==> config.mk <==
export PLATFORM = sky130hd
export DESIGN_NAME = mem_bus_sequencer
export DESIGN_NICKNAME = d
export VERILOG_FILES = /design/src/rtl/mem_bus_sequencer.sv
export SDC_FILE = /design/constraint.sdc
export NUM_CORES = 1
export LEC_CHECK = 0
export CAP_MARGIN = 0
export CORE_MARGIN = 2
export CORE_UTILIZATION = 44
export CTS_BUF_LIST = sky130_fd_sc_hd__clkbuf_2 sky130_fd_sc_hd__clkbuf_4 sky130_fd_sc_hd__clkbuf_8
export DETAILED_ROUTE_END_ITERATION = 7
export HOLD_SLACK_MARGIN = 0.02
export PLACE_DENSITY = 0.93
export SYNTH_ARGS = -nofsm -noshare
export SYNTH_HDL_FRONTEND = slang
export SYNTH_SLANG_ARGS = --single-unit
==> constraint.sdc <==
create_clock -name clk -period 2 [get_ports clk]
set_input_delay 0.2 -clock clk [delete_from_list [all_inputs] [get_ports clk]]
set_output_delay 0.2 -clock clk [all_outputs]
set_load 0.01 [all_outputs]
==> src/rtl/mem_bus_sequencer.sv <==
// mem_bus_sequencer: owns the shared external bus and arbitrates it between
// instruction fetch (ROM) and load/store (RAM). Each access runs as
// ADDR -> WAIT (WAIT_CYCLES, skipped at 0) -> DATA -> RESP, then back to IDLE.
// RAM wins simultaneous requests. All pin-facing outputs are registered.
// Optional feature macro: BUS_READY_EN adds a bus_ready input that stretches
// the DATA phase until the external device is ready.
module mem_bus_sequencer #(
  parameter int BITS        = 8,
  parameter int WAIT_CYCLES = 1
) (
  input  logic            clk,
  input  logic            reset,
  input  logic            fetch_req,
  input  logic [BITS-1:0] fetch_addr,
  output logic            fetch_done,
  output logic [BITS-1:0] fetch_data,
  input  logic            mem_req,
  input  logic            mem_we,
  input  logic [BITS-1:0] mem_addr,
  input  logic [BITS-1:0] mem_wdata,
  output logic            mem_done,
  output logic [BITS-1:0] mem_rdata,
  input  logic [BITS-1:0] data_in,
`ifdef BUS_READY_EN
  input  logic            bus_ready,
`endif
  output logic [BITS-1:0] data_out,
  output logic            rom_ram,
  output logic            addr_data,
  output logic            bus_we,
  output logic            busy
);

  typedef enum logic [2:0] {
    S_IDLE,
    S_ADDR,
    S_WAIT,
    S_DATA,
    S_RESP
  } state_e;

  // WAIT exits when the counter reaches zero, so it is loaded with N-1.
  localparam logic [2:0] WAIT_LOAD = 3'((WAIT_CYCLES > 0) ? WAIT_CYCLES - 1 : 0);

  state_e          state_q, state_d;
  logic            grant_ram_q, grant_ram_d;
  logic            we_q, we_d;
  logic [BITS-1:0] addr_q, addr_d;
  logic [BITS-1:0] wdata_q, wdata_d;
  logic [2:0]      cnt_q, cnt_d;
  logic [BITS-1:0] fetch_data_q, fetch_data_d;
  logic [BITS-1:0] mem_rdata_q, mem_rdata_d;
  logic [BITS-1:0] data_out_q, data_out_d;
  logic            rom_ram_q, rom_ram_d;
  logic            addr_data_q, addr_data_d;
  logic            bus_we_q, bus_we_d;
  logic            busy_q, busy_d;
  logic            fetch_done_q, fetch_done_d;
  logic            mem_done_q, mem_done_d;
  logic            rdy;

`ifdef BUS_READY_EN
  assign rdy = bus_ready;
`else
  assign rdy = 1'b1;
`endif

  // Next-state, request latching, read sampling, and next-cycle pin values.
  always_comb begin
    state_d      = state_q;
    grant_ram_d  = grant_ram_q;
    we_d         = we_q;
    addr_d       = addr_q;
    wdata_d      = wdata_q;
    cnt_d        = cnt_q;
    fetch_data_d = fetch_data_q;
    mem_rdata_d  = mem_rdata_q;

    case (state_q)
      S_IDLE: begin
        if (mem_req) begin
          state_d     = S_ADDR;
          grant_ram_d = 1'b1;
          we_d        = mem_we;
          addr_d      = mem_addr;
          wdata_d     = mem_wdata;
        end else if (fetch_req) begin
          state_d     = S_ADDR;
          grant_ram_d = 1'b0;
          we_d        = 1'b0;
          addr_d      = fetch_addr;
          wdata_d     = '0;
        end
      end
      S_ADDR: begin
        if (WAIT_CYCLES == 0) begin
          state_d = S_DATA;
        end else begin
          state_d = S_WAIT;
          cnt_d   = WAIT_LOAD;
        end
      end
      S_WAIT: begin
        if (cnt_q == 3'd0) state_d = S_DATA;
        else               cnt_d   = cnt_q - 3'd1;
      end
      S_DATA: begin
        // DATA repeats (holding the bus) until the device is ready.
        if (rdy) begin
          state_d = S_RESP;
          if (!we_q) begin
            if (grant_ram_q) mem_rdata_d  = data_in;
            else             fetch_data_d = data_in;
          end
        end
      end
      S_RESP:  state_d = S_IDLE;
      default: state_d = S_IDLE;
    endcase

    // Outputs are registered, so derive them from the state being entered.
    busy_d       = (state_d != S_IDLE);
    rom_ram_d    = (state_d != S_IDLE) && grant_ram_d;
    addr_data_d  = (state_d == S_ADDR);
    bus_we_d     = (state_d == S_DATA) && we_d;
    fetch_done_d = (state_d == S_RESP) && !grant_ram_d;
    mem_done_d   = (state_d == S_RESP) && grant_ram_d;
    if (state_d == S_ADDR)              data_out_d = addr_d;
    else if (state_d == S_DATA && we_d) data_out_d = wdata_d;
    else                                data_out_d = '0;
  end

  // FSM state, latched request and registered outputs; reset aborts at once.
  always_ff @(posedge clk) begin
    if (reset) begin
      state_q      <= S_IDLE;
      grant_ram_q  <= 1'b0;
      we_q         <= 1'b0;
      addr_q       <= '0;
      wdata_q      <= '0;
      cnt_q        <= 3'd0;
      fetch_data_q <= '0;
      mem_rdata_q  <= '0;
      data_out_q   <= '0;
      rom_ram_q    <= 1'b0;
      addr_data_q  <= 1'b0;
      bus_we_q     <= 1'b0;
      busy_q       <= 1'b0;
      fetch_done_q <= 1'b0;
      mem_done_q   <= 1'b0;
    end else begin
      state_q      <= state_d;
      grant_ram_q  <= grant_ram_d;
      we_q         <= we_d;
      addr_q       <= addr_d;
      wdata_q      <= wdata_d;
      cnt_q        <= cnt_d;
      fetch_data_q <= fetch_data_d;
      mem_rdata_q  <= mem_rdata_d;
      data_out_q   <= data_out_d;
      rom_ram_q    <= rom_ram_d;
      addr_data_q  <= addr_data_d;
      bus_we_q     <= bus_we_d;
      busy_q       <= busy_d;
      fetch_done_q <= fetch_done_d;
      mem_done_q   <= mem_done_d;
    end
  end

  assign fetch_done = fetch_done_q;
  assign fetch_data = fetch_data_q;
  assign mem_done   = mem_done_q;
  assign mem_rdata  = mem_rdata_q;
  assign data_out   = data_out_q;
  assign rom_ram    = rom_ram_q;
  assign addr_data  = addr_data_q;
  assign bus_we     = bus_we_q;
  assign busy       = busy_q;

endmodule
## After elaboration in Yosys (flattened, before gate mapping)

Cells that the tools add are included.

| word-level totals | value |
|---|---|
| register bits | 54 |
| bits in latches | 0 |
| bits in writable memories | 0 |
| ROM bits | 0 |
| bits of input ports | 37 |
| output and inout port bits | 30 |
| word-level logic and storage cells | 57 |
| memories kept | 0 |

| cells by class | value |
|---|---|
| $add $sub $neg | 1 |
| $mul | 0 |
| divide/modulo/power cells | 0 |
| magnitude comparators | 0 |
| eq/ne operators | 7 |
| shift operators | 0 |
| mux-type cells | 20 |
| bitwise operators | 2 |
| reductions and logical operators | 12 |

Operators by type and width:

| cell | number |
|---|---|
| $mux W8 | 8 |
| $mux W3 | 4 |
| $pmux W3 S4 | 1 |
| $eq A3 B2 Y1 const B | 3 |
| $eq A3 B1 Y1 const B | 2 |
| $logic_not A3 Y1 | 2 |
| $mux W1 | 6 |
| $pmux W3 S2 | 1 |
| $reduce_and A3 Y1 | 2 |
| $logic_and A1 B1 Y1 | 4 |
| $eq A3 B3 Y1 const B | 1 |
| $reduce_bool A3 Y1 | 1 |
| $sub A3 B1 Y3 const B | 1 |
| $ne A2 B2 Y1 const B | 1 |
| $not A1 Y1 | 2 |
| $reduce_and A2 Y1 | 1 |
| $reduce_bool A2 Y1 | 1 |
| $logic_not A1 Y1 | 1 |

## Depth between registers and ports, before layout

| logic depth | value |
|---|---|
| word-level depth | 7 |
| mapped depth | 6 |
| mapped depth without buffers | 6 |

## Worst setup path after synthesis

OpenSTA, ideal clock, no wires.

| path | value |
|---|---|
| path type | register to register |
| start | register state_q[2] |
| end | register mem_rdata_q[0], in the netlist mem_rdata[0] |
| library setup time | 0.128 ns |
| arrival | 1.352 ns |
| required time | 1.872 ns |
| path slack | 0.521 ns |
| stages on the path, launching flop included | 6 |
| path buffers | 1 |
| period minus slack after synthesis | 1.479 ns |
| path through | dfxtp_1 -> nand3b_1 -> or3b_1 -> buf_2 -> mux2i_1 -> nor2_1 |

| on the way | value |
|---|---|
| word-level cells in the longest chain between the ends | 2 |

RTL lines:

| element | RTL line | text |
|---|---|---|
| start: declaration | 45 | `state_e state_q, state_d;` |
| start signal: assignment | 152 | `state_q <= state_d;` |
| $eq A3 B2 Y1 | 79 | `case (state_q)` |
| $reduce_and A3 Y1 (no line) | n/a |  |
| end signal: assignment | 159 | `mem_rdata_q <= mem_rdata_d;` |
| end: declaration | 52 | `logic [BITS-1:0] mem_rdata_q, mem_rdata_d;` |

Every way passes these cells.
A chain may end at the register's enable or synchronous reset.

## Final worst setup path

| path | value |
|---|---|
| start | register state_q[2] |
| end | register mem_rdata_q[3], in the netlist mem_rdata[3] |

The elaborated chain is that of the path after synthesis.

==> flow_metrics.env <==
export IMPL_finalCritPeriodShare_pct=88.04
export IMPL_holdWs_ns=0.4683
export IMPL_hold_violations=0
export IMPL_syn_inst=169
export IMPL_die_y_um=65.75
export IMPL_hp_class="reg2reg"
export IMPL_cts_buffers=5
export IMPL_leakagePower_nw=0.9952
export IMPL_synth_avg_cell_area_sq_um=9.928
export IMPL_path_buf_inv=0
export IMPL_ir_worst_vdd_mv=0.5795
export IMPL_layout_common_cells="66 x clkdlybuf4s50_1, 46 x dfxtp_1, 29 x nor2_1"
export IMPL_worstReg2RegEnd="mem_rdata[3]"
export IMPL_cp_arrival_ns=1.95
export IMPL_tightest_slew_ns=0.5700
export IMPL_syn_area_sq_um=1678
export IMPL_crit_required_ns=2.19
export IMPL_power_density_nw_per_um2=864.2
export IMPL_ys_warn_count=0
export IMPL_grt_overflow=0
export IMPL_fmax_mhz=567.9
export IMPL_grt_setup_unrepaired="false"
export IMPL_final_common_cell="clkdlybuf4s50_1"
export IMPL_die_area_sq_um=4323
export IMPL_synth_flop_cell="dfxtp_1"
export IMPL_clk_latency_ns=0.30
export IMPL_hp_start="cnt_q[1]"
export IMPL_clock_path_buffers=2
export IMPL_ys_types=28
export IMPL_numPortBuffers=66
export IMPL_grt_max_degree=27
export IMPL_max_slew_margin_pct=61.87
export IMPL_first_global_vias=1337
export IMPL_rows=22
export IMPL_ant_nets=0
export IMPL_antenna_found_initial=0
export IMPL_grt_pass1_wl_um=6272
export IMPL_cp_slowest_cell="or3b_1"
export IMPL_startpoint_type="flip-flop"
export IMPL_status="complete, no violations"
export IMPL_final_nets=274
export IMPL_whs_endpoint="cnt_q[1]"
export IMPL_hold_buffers=0
export IMPL_cp_max_fo=8
export IMPL_drc=0
export IMPL_fp_dieW_um=65.75
export IMPL_avgRoutedWirePerCell_um=14.15
export IMPL_reg2reg_depth=4
export IMPL_drive_above_1_share_pct=7.203
export IMPL_cts_resized=0
export IMPL_firstDrtPassIters=4
export IMPL_drv_slew=0
export IMPL_post_cts_setup_buffers=0
export IMPL_gp_congestion=0.8123
export IMPL_cts_tree="done"
export IMPL_setup_viol=0
export IMPL_num_vias=1455
export IMPL_r2r_start="state_q[2]"
export IMPL_ys_seq_elements=46
export IMPL_crit_path_max_incr_delay_ns=0.65
export IMPL_cts_root_buf="clkbuf_8"
export IMPL_start_util_pct=45.83
export IMPL_syn_nets=208
export IMPL_cpLargestDelayFamily="simple AND/OR/NAND/NOR gates"
export IMPL_grt_use_total_pct=19.43
export IMPL_area_delta_synth_final_pct=48.84
export IMPL_htreeDepth=2
export IMPL_diodes=0
export IMPL_fin_crit_ns=1.761
export IMPL_drt_total_wl_um=4019
export IMPL_io_pins=67
export IMPL_finish_utilization_pct=68.22
export IMPL_max_cap_violations=0
export IMPL_r2r_slack_ns=0.24
export IMPL_hold_path_cell_count=2
export IMPL_core_area_sq_um=3661
export IMPL_crit_chain="nand3b_1 > or3b_1 > mux2i_1 > nor2_1"
export IMPL_dp_hpwl_um=2968
export IMPL_num_fill_cells=287
export IMPL_via_per_inst=5.123
export IMPL_clk_pin_slew_ns=0.08
export IMPL_critPathKind="reg2reg"
export IMPL_drt_iter0_markers=80
export IMPL_synth_edf_count=0
export IMPL_ys_seq_area_share_pct=54.88
export IMPL_multi_input_area_sq_um=685.7
export IMPL_clkSinkCount=46
export IMPL_async_flop_share_pct=0
export IMPL_worst_clock_skew_ns=0.008814
export IMPL_final_seq_area_sq_um=920.9
export IMPL_cp_end_kind="flip-flop"
export IMPL_cp_num_cells=4
-- tightest hold or removal path, stage by stage, from the launching register on --
cell and delay, ns:
dfxtp_1 0.32, nand3_1 0.06, a21oi_1 0.05
-- per-stage QoR --
| stage | setup slack (ns) | std cells | setup TNS, ns | area [sq um] | power [mW] |
|---|---|---|---|---|---|
| 3_5_place_dp | -0.02921 | 276 | -0.03741 | 2384 | 1.478 |
| 3_3_place_gp | 0.1200 | 276 | 0 | 2384 | 1.464 |
| 2_1_floorplan | 0.5206 | 169 | 0 | 1678 | 1.259 |
| 6_report | 0.2392 | 284 | 0 | 2497 | 2.158 |
| 5_1_grt | 0.1076 | 284 | 0 | 2497 | 2.246 |
| 4_1_cts | 0.2385 | 284 | 0 | 2497 | 2.163 |
-- per-layer routing --
layer	global-route usage (%)	part of all wire, %
met5	0	0
met4	9.896	2.0
met3	4.452	5.3
met2	32.58	50
met1	23.09	43
-- flip-flops by register name, indices dropped and copies added, names as in the netlist, 3 cells and up --
signal / count
data_out: 8
fetch_data: 8
cnt_q: 3
state_q: 3
wdata_q: 8
mem_rdata: 8
-- power breakdown --
part | switching [mW] | total [mW] | internal [mW] | leakage, nW
sequential | 0.0373 | 1.03 | 0.988 | 0.375
combinational | 0.203 | 0.434 | 0.231 | 0.561
clock | 0.298 | 0.699 | 0.401 | 0.0593
total | 0.538 | 2.16 | 1.62 | 0.995
-- cells in the mapped netlist, types with 2 or more instances --
library cell	n	area, sq um
nand2b_1	2	12.51
a211oi_1	2	15.01
o21ai_0	2	10.01
inv_1	7	26.28
a22oi_1	9	67.56
nor3_1	2	10.01
nand3_1	2	10.01
mux2i_1	17	170.2
clkbuf_1	8	30.03
ha_1	2	25.02
nor2_1	29	108.9
nand3b_1	3	22.52
nand2_1	3	11.26
a21oi_1	5	25.02
buf_2	3	15.01
o22ai_1	16	100.1
dfxtp_1	46	920.9
-- layout make-up --
class | count | area share (%)
flip-flops and latches | 46 | 36.87
repair buffers | 70 | 27.66
multi-input cells | 105 | 27.45
clock buffers | 7 | 3.357
well taps | 48 | 2.405
clock inverters | 1 | 1.202
inverters | 7 | 1.052
-- cells by family (layout without fill, tap and decap cells) --
group | count (synthesis) | in the layout | synth area share, %
simple gates | 51 | 51 | 15.81
compound gates | 35 | 35 | 13.42
mux | 17 | 17 | 10.14
flops | 46 | 46 | 54.88
fa+ha+maj | 2 | 2 | 1.491
buf+inv | 18 | 85 | 4.251
-- worst max path at each step --
stage | startpoint | to | slack, ns
floorplan | state_q[2] | mem_rdata[0] | 0.52
CTS | state_q[0] | mem_rdata[3] | 0.24
global route | mem_req | data_out[4] | 0.11
detailed placement | mem_req | data_out[3] | -0.03
finish | state_q[2] | mem_rdata[3] | 0.24
global placement | mem_req | data_out[4] | 0.12
(Power assumes the default switching activity.)
